==> src/rtl/video_pkg.sv <==
// Shared constants and types for the monochrome video filter: display modes,
// Rec.709 luma coefficient defaults and the bundled sync/blank record.
package video_pkg;

    localparam logic [1:0] MODE_COLOR = 2'b00;
    localparam logic [1:0] MODE_GREEN = 2'b01;
    localparam logic [1:0] MODE_AMBER = 2'b10;
    localparam logic [1:0] MODE_WHITE = 2'b11;

    localparam int CW_DEF = 6;

    // Coefficients are scaled by 256 and must sum to exactly 256 so that
    // full-scale white maps to full-scale luma.
    localparam int unsigned KR_DEF = 54;
    localparam int unsigned KG_DEF = 183;
    localparam int unsigned KB_DEF = 19;

    typedef struct packed {
        logic hsync;
        logic vsync;
        logic hblank;
        logic vblank;
    } sync_t;

endpackage

==> src/rtl/video_mono_filter_luma_calc.sv <==
// Two-stage luma datapath: S1 registers the three weighted products,
// S2 registers their sum truncated to the channel width.
module luma_calc
    import video_pkg::*;
#(
    parameter int          CW = CW_DEF,
    parameter int unsigned KR = KR_DEF,
    parameter int unsigned KG = KG_DEF,
    parameter int unsigned KB = KB_DEF
) (
    input  logic          clk_vga,
    input  logic          reset_n,
    input  logic          ce_pix,
    input  logic [CW-1:0] r,
    input  logic [CW-1:0] g,
    input  logic [CW-1:0] b,
    output logic [CW-1:0] y
);

    // 8 fractional bits from the /256 coefficients on top of the channel width.
    localparam int PW = CW + 8;

    logic [PW-1:0] pr;
    logic [PW-1:0] pg;
    logic [PW-1:0] pb;
    logic [PW-1:0] sum;

    assign sum = pr + pg + pb;

    // NOTE: pipeline state uses non-blocking assignments so every stage
    // samples the previous stage's value from before the clock edge.
    always_ff @(posedge clk_vga or negedge reset_n) begin
        if (!reset_n) begin
            pr <= '0;
            pg <= '0;
            pb <= '0;
            y  <= '0;
        end else if (ce_pix) begin
            pr <= PW'(KR) * PW'(r);
            pg <= PW'(KG) * PW'(g);
            pb <= PW'(KB) * PW'(b);
            y  <= sum[PW-1:8];
        end
    end

endmodule

==> src/rtl/video_mono_filter.sv <==
// Colour/green/amber/white display filter: luma pipeline, matching sync/blank
// delay line, frame-synchronous mode latch and the output tint stage.
module video_mono_filter
    import video_pkg::*;
#(
    parameter int          CW = CW_DEF,
    parameter int unsigned KR = KR_DEF,
    parameter int unsigned KG = KG_DEF,
    parameter int unsigned KB = KB_DEF
) (
    input  logic          clk_vga,
    input  logic          reset_n,
    input  logic          ce_pix,
    input  logic [CW-1:0] r_in,
    input  logic [CW-1:0] g_in,
    input  logic [CW-1:0] b_in,
    input  logic          hsync_in,
    input  logic          vsync_in,
    input  logic          hblank_in,
    input  logic          vblank_in,
    input  logic [1:0]    mode_req,
    output logic [CW-1:0] r_out,
    output logic [CW-1:0] g_out,
    output logic [CW-1:0] b_out,
    output logic          hsync_out,
    output logic          vsync_out,
    output logic          hblank_out,
    output logic          vblank_out,
    output logic [1:0]    mode_active
);

    logic [CW-1:0] y2;
    logic [CW-1:0] r1, g1, b1, r2, g2, b2;
    logic [CW-1:0] r_nx, g_nx, b_nx;
    sync_t         sync1, sync2;
    logic          vs_d;

    luma_calc #(.CW(CW), .KR(KR), .KG(KG), .KB(KB)) u_luma (
        .clk_vga (clk_vga),
        .reset_n (reset_n),
        .ce_pix  (ce_pix),
        .r       (r_in),
        .g       (g_in),
        .b       (b_in),
        .y       (y2)
    );

    // RGB and sync/blank ride alongside the luma datapath so S3 sees them aligned with y2.
    always_ff @(posedge clk_vga or negedge reset_n) begin
        if (!reset_n) begin
            sync1 <= '0;
            sync2 <= '0;
            r1    <= '0;
            g1    <= '0;
            b1    <= '0;
            r2    <= '0;
            g2    <= '0;
            b2    <= '0;
        end else if (ce_pix) begin
            sync1 <= '{hsync: hsync_in, vsync: vsync_in, hblank: hblank_in, vblank: vblank_in};
            sync2 <= sync1;
            r1    <= r_in;
            g1    <= g_in;
            b1    <= b_in;
            r2    <= r1;
            g2    <= g1;
            b2    <= b1;
        end
    end

    // NOTE: every output of this block gets a default first so no path
    // leaves it unassigned and no latch is inferred.
    always_comb begin
        r_nx = r2;
        g_nx = g2;
        b_nx = b2;
        case (mode_active)
            MODE_GREEN: begin
                r_nx = '0;
                g_nx = y2;
                b_nx = '0;
            end
            MODE_AMBER: begin
                r_nx = y2;
                g_nx = y2 >> 1;
                b_nx = '0;
            end
            MODE_WHITE: begin
                r_nx = y2;
                g_nx = y2;
                b_nx = y2;
            end
            default: ;
        endcase
        if (sync2.hblank || sync2.vblank) begin
            r_nx = '0;
            g_nx = '0;
            b_nx = '0;
        end
    end

    always_ff @(posedge clk_vga or negedge reset_n) begin
        if (!reset_n) begin
            r_out      <= '0;
            g_out      <= '0;
            b_out      <= '0;
            hsync_out  <= 1'b0;
            vsync_out  <= 1'b0;
            hblank_out <= 1'b0;
            vblank_out <= 1'b0;
        end else if (ce_pix) begin
            r_out      <= r_nx;
            g_out      <= g_nx;
            b_out      <= b_nx;
            hsync_out  <= sync2.hsync;
            vsync_out  <= sync2.vsync;
            hblank_out <= sync2.hblank;
            vblank_out <= sync2.vblank;
        end
    end

    // Mode only switches on a vsync rising edge so a frame is never split between modes.
    always_ff @(posedge clk_vga or negedge reset_n) begin
        if (!reset_n) begin
            vs_d        <= 1'b0;
            mode_active <= MODE_COLOR;
        end else if (ce_pix) begin
            vs_d <= vsync_in;
            if (vsync_in && !vs_d) begin
                mode_active <= mode_req;
            end
        end
    end

endmodule

==> config.mk <==
export PLATFORM = sky130hd
export DESIGN_NAME = video_mono_filter
export DESIGN_NICKNAME = d
export VERILOG_FILES = /design/src/rtl/video_pkg.sv /design/src/rtl/video_mono_filter_luma_calc.sv /design/src/rtl/video_mono_filter.sv
export SDC_FILE = /design/constraint.sdc
export NUM_CORES = 1
export LEC_CHECK = 0
export BUFFER_PORTS_ARGS = -buffer_cell sky130_fd_sc_hd__buf_2
export CAP_MARGIN = 40
export CORE_MARGIN = 2
export CORE_UTILIZATION = 35
export CTS_CLUSTER_DIAMETER = 80
export DETAILED_ROUTE_END_ITERATION = 10
export GPL_ROUTABILITY_DRIVEN = 0
export PLACE_DENSITY = 0.54
export SETUP_SLACK_MARGIN = 0.4
export SYNTH_ARGS = -nofsm -noshare
export SYNTH_HDL_FRONTEND = slang
export SYNTH_SLANG_ARGS = --single-unit
==> constraint.sdc <==
create_clock -name clk_vga -period 3.2 [get_ports clk_vga]
set_clock_uncertainty 0.15 [all_clocks]
set_input_delay 0.16 -clock clk_vga [delete_from_list [all_inputs] [get_ports clk_vga]]
set_output_delay 0.16 -clock clk_vga [all_outputs]
set_load 0.02 [all_outputs]
* Yosys cells after proc, flatten, opt, wreduce, memory -nomap -nowiden
Cells that the tools add are included.
** Cells by class
- Reductions and logical operators :: 7
- Equal/unequal tests :: 3
- Multipliers :: 3
- Add/subtract/negate cells :: 2
- Mux-type cells :: 6
** Operator list (number)
- $pmux W6 S2 :: 3
- $mul A5 B6 Y11 const A :: 2
- $mux W6 :: 3
- $add A12 B14 Y14 :: 1
- $add A14 B11 Y14 :: 1
- $mul A8 B6 Y14 const A :: 1
- $reduce_or A2 Y1 :: 3
- $eq A2 B2 Y1 const B :: 2
- $eq A2 B1 Y1 const B :: 1
- $reduce_and A2 Y1 :: 1
- $logic_and A1 B1 Y1 :: 1
- $logic_not A1 Y1 :: 1
- $logic_or A1 B1 Y1 :: 1
** Word-level totals
- Flip-flop bits (word level) :: 110
- Logic and storage cells :: 47

* Logic depth before layout (Yosys ltp)
Gate-level depths: netlist (run 1).
- Depth after elaboration :: 4
- Gate-level depth with buffers :: 12

* Hierarchy
A second synthesis (run 1) with hierarchy kept.
** Second synthesis, totals
- Cell total of the unflattened synthesis :: 632
- Area, all modules :: 7241.9 um^2
** By module, submodules not included
- luma_calc :: sequential area each 1051.0 um^2, area each 4395.5 um^2, cells each 430, instances 1
- video_mono_filter :: sequential area each 1701.6 um^2, area each 2846.5 um^2, cells each 202, instances 1

* Least setup slack after synthesis (run 1)
Ideal clock, no wire load.
- Path type :: in2reg
- From :: in g_in[3]
- To :: reg u_luma.pg[11]
- Arrival time :: 3280 ps
- Path slack :: -325 ps
- Cell stages on the path :: 12
- Path buffers :: 0
- Data required time :: 2955 ps
- Cells stage by stage :: fa_1 -> inv_1 -> fa_1 -> fa_1 -> inv_1 -> ha_1 -> nor2b_1 -> o31a_1 -> o31a_1 -> o21a_1 -> o21a_1 -> o31ai_1
** Between the ends
- Word-level cells in the longest chain between the ends :: 1
** RTL lines
- start: declaration :: line video_mono_filter.sv:15 : input logic [CW-1:0] g_in,
- $mul A8 B6 Y14 :: line video_mono_filter_luma_calc.sv:40 : pg <= PW'(KG) * PW'(g);
- end signal: assignment :: line video_mono_filter_luma_calc.sv:40
- end: declaration :: line video_mono_filter_luma_calc.sv:24 : logic [PW-1:0] pg;
No other way between the ends.
A chain may end at the register's enable or synchronous reset.

* Worst setup path in the final report (run 1)
Same ends and word-level chain as after synthesis.

==> impl_metrics.toml, run 1 <==
[hold_path]
hold_path_class = "primary input to flop"
worstHoldPathCells = 3
min_to = "g1[3]$_DFFE_PN0P_"
hp-start = "g_in[3]"

[power_and_ir_drop]
p_total_w = 0.00605
max-vdd-ir-drop_uv = 326
p_per_area_nw_per_um2 = 738
p_leak_nw = 3.84

[timing]
setup_viol = 1
maxSlewHeadroom_pct = 44.4
worst_pin_slew_ns = 0.831
fin_ws_ns = -0.0297
whs_ns = 0.0205
slew_violations = 0
fin_crit_ns = 3.23
hold_viol = 0
min_period_over_period_pct = 101
grt_setup_unrepaired = "true"
fmax_mhz = 310

[critical_path]
crit_fanout = 3
arrival_ns = 3.34
critPathKind = "primary input to flop"
path_common_cell = "fa_1"
critPathSlowestCell = "fa_1"
r2r_end = "u_luma.y[3]$_DFFE_PN0P_"
r2r_start = "u_luma.pr[5]$_DFFE_PN0P_"
worst-path-buf-inv = 3
crit_family = "adder cells"
start_kind = "primary input"
rr_worst_depth = 8
required_ns = 3.31
crit_chain = "buf_6, fa_1, inv_1, fa_1, fa_1, inv_2, ha_4, nor2b_4, o31a_1, o31a_1, o21a_1, o21a_1, o31ai_1"
cp-end-kind = "flop"
slowest_delay_ns = 0.54
r2r_slack_ns = 0.44

[global_route]
grt_pass1_wl_microns = 24500
grt_max_degree = 50
grt_pass1_vias = 4801
globalRouteOverflowTotal = 0
track_usage_pct = 15.3
antenna_found_initial = 0

[run_status]
outcome = "finished with violations"
violations = "negative setup slack"

[synthesis]
mappedNetlistArea_sq_um = 6710
ys_types = 46
ys_ff_latch = 107
synth_fp_nets = 706
yosysMostFrequentCell = "dfrtp_1"
yosysSeqAreaShare_pct = 39.9
synth_top_area_share_pct = 39.9
avgSynthCellArea_sq_um = 11.7
async_reset_ff_share_pct = 100
ys_warn_count = 0
synth_top_flop_cell = "dfrtp_1"
yosys-top-cells-count = "107 x dfrtp_1, 77 x ha_1, 69 x mux2_2"
synth_area_leader_cell = "dfrtp_1"
syn_inst = 572
netlist_top_cells_area = "dfrtp_1 40%, ha_1 14%, mux2_2 12%"
synth_edf_count = 0

[routing]
drt_iter0_markers = 158
avgViaCountPerCell = 5.05
vias = 4579
wl_per_cell_microns = 15.8
dr.pass1.iters = 4
drc = 0
wl_microns = 14400
final_antenna_net_count = 0

[finish]
fin_nets = 802
final_cell_area_sq_um = 8190
post-route-util_pct = 43.6
syn_to_final_growth_pct = 22.1
diodes = 0
drive_gt1_share_pct = 30.9

[clock_tree]
cts-root-buf = "clkbuf_16"
clkTransAtPathRegs_ns = 0.07
cts_max_level = 3
clock_path_buffers = 2
clk_latency_ns = 0.36
clock_sinks = 107
cts_buffers = 9
tritoncts = "done"

[floorplan]
initial_utilization_pct = 35.7
die_area_sq_um = 20300
die_height_microns = 142
fp.dieW_microns = 142
core_area_sq_um = 18800
io_pins = 51
row_count = 50

[place]
placed_area_sq_um = 7480
dpl.hpwl_microns = 11200
port_buffers = 50

[run]
maxCapViolCount = 0
[layer usage]
metal / GRT usage (%) / share of wire (%) / routed length (microns)
met1: 19.1 / 46 / 6630
met2: 26.8 / 49 / 7030
met3: 2.22 / 2.4 / 340
met4: 5.63 / 2.5 / 364
met5: 0 / 0 / 0
[cells in the final DEF (no fill, tap or decap), types with 4 or more instances in the layout]
| cell type | Yosys | layout |
|---|---|---|
| a211oi_1 | 5 | 4 |
| a21o_1 | 9 | 9 |
| a21oi_1 | 30 | 23 |
| a21oi_2 | 0 | 6 |
| a22oi_1 | 7 | 7 |
| and3_1 | 7 | 7 |
| buf_2 | 0 | 45 |
| buf_4 | 0 | 39 |
| buf_6 | 0 | 4 |
| clkbuf_16 | 0 | 9 |
| dfrtp_1 | 107 | 107 |
| dlygate4sd3_1 | 0 | 16 |
| fa_1 | 30 | 29 |
| ha_1 | 77 | 69 |
| ha_4 | 0 | 7 |
| inv_1 | 55 | 51 |
| inv_2 | 1 | 5 |
| mux2_2 | 69 | 68 |
| mux2i_1 | 5 | 5 |
| nand2_1 | 12 | 11 |
| nor2_1 | 25 | 24 |
| nor2b_1 | 6 | 5 |
| nor3_1 | 7 | 6 |
| o21a_1 | 8 | 8 |
| o21ai_0 | 9 | 6 |
| o2bb2ai_1 | 19 | 19 |
| o31a_1 | 4 | 4 |
| or3_1 | 6 | 6 |
| xnor2_1 | 16 | 16 |
[where the power goes]
group	leakage [nW]	total [W]	switching [W]	internal [W]
clock network	0.156	0.00118	0.000532	0.000644
logic	2.39	0.00293	0.00145	0.00148
registers	1.29	0.00194	0.000271	0.00166
total	3.84	0.00605	0.00226	0.00379
[worst reg2reg max path, stage by stage (launching register included)]
cell	delay (ns)
dfrtp_1	0.40
fa_1	0.59
ha_4	0.21
a211oi_2	0.20
nor2_2	0.08
o41ai_4	0.38
a21boi_2	0.11
or3_1	0.31
a31o_1	0.21
[metrics by stage]
step                      setup TNS [ns]  cells  setup WS, ns
final                            -0.0297    907       -0.0297
after global routing              -0.318    907        -0.143
after CTS                        -0.0273    903       -0.0273
after detailed placement           -2.02    868        -0.461
after global placement             -1.85    868        -0.427
after floorplan                   -0.446    572        -0.220
[worst max-delay path by stage]
stage             from                         to  depth (start not counted)  slack (ns)
5_1_grt        g_in[3]  u_luma.pg[11]$_DFFE_PN0P_                         13       -0.14
3_3_place_gp   g_in[3]  u_luma.pg[11]$_DFFE_PN0P_                         13       -0.43
3_5_place_dp   g_in[3]  u_luma.pg[11]$_DFFE_PN0P_                         13       -0.46
6_report       g_in[3]  u_luma.pg[11]$_DFFE_PN0P_                         13       -0.03
2_1_floorplan  g_in[3]  u_luma.pg[11]$_DFFE_PN0P_                         12       -0.22
4_1_cts        g_in[3]  u_luma.pg[11]$_DFFE_PN0P_                         13       -0.03
[layout make-up]
class,count,area [sq um]
Sequential cell,107,2680
Fill cell,1752,10600
Tap cell,234,293
Clock buffer,10,239
Inverter,56,210
Timing Repair Buffer,106,758
Multi-Input combinational cell,388,3940
Clock inverter,6,76.3
[flip-flops by register name, indices dropped and copies added (netlist names), 2 cells and up]
register / cells
u_luma.pg: 13
u_luma.pb: 10
u_luma.pr: 10
b1: 6
b2: 6
b_out: 6
g1: 6
g2: 6
g_out: 6
r1: 6
r2: 6
r_out: 6
u_luma.y: 6
sync2: 4
sync1: 3
mode_active: 2
[logic make-up after synthesis]
family,after synthesis,synth area share [%]
multiplexers,74,12.3
buffers and inverters,77,4.31
XOR/XNOR,16,2.09
adder cells (fa/ha/maj),107,23.3
flip-flops,107,39.9
AND/OR/NAND/NOR,76,5.73
AO/OA/AOI/OAI,115,12.3
[timing repair]
action | in CTS | in global routing
setup buffers | 4 | 3
hold buffers | 15 | 1
hold endpoints to repair | 61 | 1
pin swaps | 18 | 20
endpoints found under the setup margin | 9 | 16
gates resized for setup | 16 | 25
No activity file was read; power rests on OpenSTA's default activity.
==> run 2, diff against run 1 <==
- CORE_ASPECT_RATIO: default -> 1.1
==> impl_metrics.toml, run 2 (same netlist as run 1, synthesis figures left out) <==
[routing]
final_antenna_net_count = 0
wl_microns = 14500
dr.pass1.iters = 4
drt_iter0_markers = 179
vias = 4564
avgViaCountPerCell = 4.96
wl_per_cell_microns = 15.7
drc = 0

[global_route]
grt_pass1_vias = 4831
antenna_found_initial = 0
grt_max_degree = 64
grt_pass1_wl_microns = 24100
track_usage_pct = 15.1
globalRouteOverflowTotal = 0

[critical_path]
critPathKind = "primary input to flop"
slowest_delay_ns = 0.54
arrival_ns = 3.32
r2r_start = "u_luma.pb[5]$_DFFE_PN0P_"
crit_chain = "buf_6, fa_1, inv_1, fa_1, fa_1, inv_2, ha_4, nor2b_4, o31a_1, o31a_1, o21a_1, o21a_1, o31ai_1"
critPathSlowestCell = "fa_1"
cp-endpoint = "u_luma.pg[11]$_DFFE_PN0P_"
r2r_end = "u_luma.y[3]$_DFFE_PN0P_"
crit_start = "g_in[3]"
cp-end-kind = "flop"
required_ns = 3.30
r2r_slack_ns = 0.42
path_common_cell = "fa_1"
crit_fanout = 3
rr_worst_depth = 8
start_kind = "primary input"

[timing]
fin_crit_ns = 3.22
setup_viol = 1
slew_violations = 0
fmax_mhz = 311
worst_pin_slew_ns = 0.881
grt_setup_unrepaired = "true"
min_period_over_period_pct = 100
maxSlewHeadroom_pct = 41.0
hold_viol = 0
fin_ws_ns = -0.0158

[finish]
final_cell_mix = "107 x dfrtp_1, 70 x ha_1, 68 x mux2_2"
drive_gt1_share_pct = 30.0
syn_to_final_growth_pct = 21.6
layout.cells.most_common = "dfrtp_1"
diodes = 0
largest_register_ffs = 13
post-route-util_pct = 43.0
biggestRegsByFlops = "u_luma.pg x13, u_luma.pb x10, u_luma.pr x10"
layout.cells.non_filler = 920
top_register = "u_luma.pg"
fin_nets = 802

[place]
dp.cells = 881
dpl.hpwl_microns = 11400
port_buffers = 50

[hold_path]
hp-start = "r_in[3]"
hold_path_class = "primary input to flop"
worstHoldPathCells = 2

[clock_tree]
clkTransAtPathRegs_ns = 0.08
clock_path_buffers = 2
cts-root-buf = "clkbuf_16"
clk_latency_ns = 0.35
tritoncts = "done"
cts_max_level = 3
clock_sinks = 107
cts_buffers = 9

[power_and_ir_drop]
p_total_w = 0.00602
p_leak_nw = 3.83
max-vdd-ir-drop_uv = 407
p_per_area_nw_per_um2 = 737

[run_status]
violations = "negative setup slack"
outcome = "finished with violations"

[floorplan]
die_area_sq_um = 20300
fp.dieW_microns = 136
io_pins = 51
row_count = 53
initial_utilization_pct = 35.4
core_area_sq_um = 19000
die_height_microns = 149

[run]
maxCapViolCount = 0
-- run 2: worst min-delay path by stage --
stage	end	slack [ns]
finish	r1[3]$_DFFE_PN0P_	0.02
global route	g1[3]$_DFFE_PN0P_	0.02
CTS	r1[3]$_DFFE_PN0P_	0.007
detailed placement	b2[3]$_DFFE_PN0P_	0.06
global placement	r2[2]$_DFFE_PN0P_	0.05
floorplan	b1[0]$_DFFE_PN0P_	-0.29
-- run 2: metal layers --
| layer | global-route usage, % | up-vias | part of all wire [%] | wire length (microns) |
|---|---|---|---|---|
| met5 | 0 | - | 0 | 0 |
| met4 | 4.43 | 0 | 1.6 | 229 |
| met3 | 2.65 | 13 | 2.3 | 336 |
| met2 | 27.5 | 57 | 52 | 7560 |
| met1 | 18.1 | 2263 | 44 | 6340 |
| li1 | - | 2231 | - | - |
-- run 2: report_power, final --
group,switching [W],internal (W)
Clock,0.000517,0.000622
Sequential,0.000315,0.00166
Combinational,0.00142,0.00148
Total,0.00225,0.00377
-- run 2: through the flow --
stage	setup TNS (ns)	hold WS, ns	instance area [sq um]	worst slack (ns)
2_1_floorplan	-0.446	-0.286	6770	-0.220
3_3_place_gp	-1.95	0.0538	7510	-0.430
3_5_place_dp	-2.04	0.0620	7510	-0.444
4_1_cts	-0.00128	0.00689	8100	-0.00128
5_1_grt	-0.319	0.0203	8160	-0.0915
6_report	-0.0158	0.0161	8160	-0.0158
-- run 2: worst max-delay path, delay by kind of cell --
family                   cells  cell delay [ns]
AND/OR/NAND/NOR              1             0.12
AO/OA/AOI/OAI                5             1.09
buffers and inverters        3             0.20
adder cells (fa/ha/maj)      4             1.75
-- run 2: final cells by class --
cell class,instances,area (sq um)
inverters,56,210
flip-flops and latches,107,2680
clock inverters,7,86.3
fillers,1814,10800
clock buffers,9,225
well taps,247,309
multi-input cells,388,3900
repair buffers,106,749
-- run 2: repair_timing --
action                                  in CTS  in global routing
setup buffers                                4                  2
cloned                                       0                  0
resized for setup                           17                  9
endpoints found under the setup margin       9                 16
pin swaps                                   16                 14
hold endpoints to repair                    60                  1
hold buffers                                16                  1
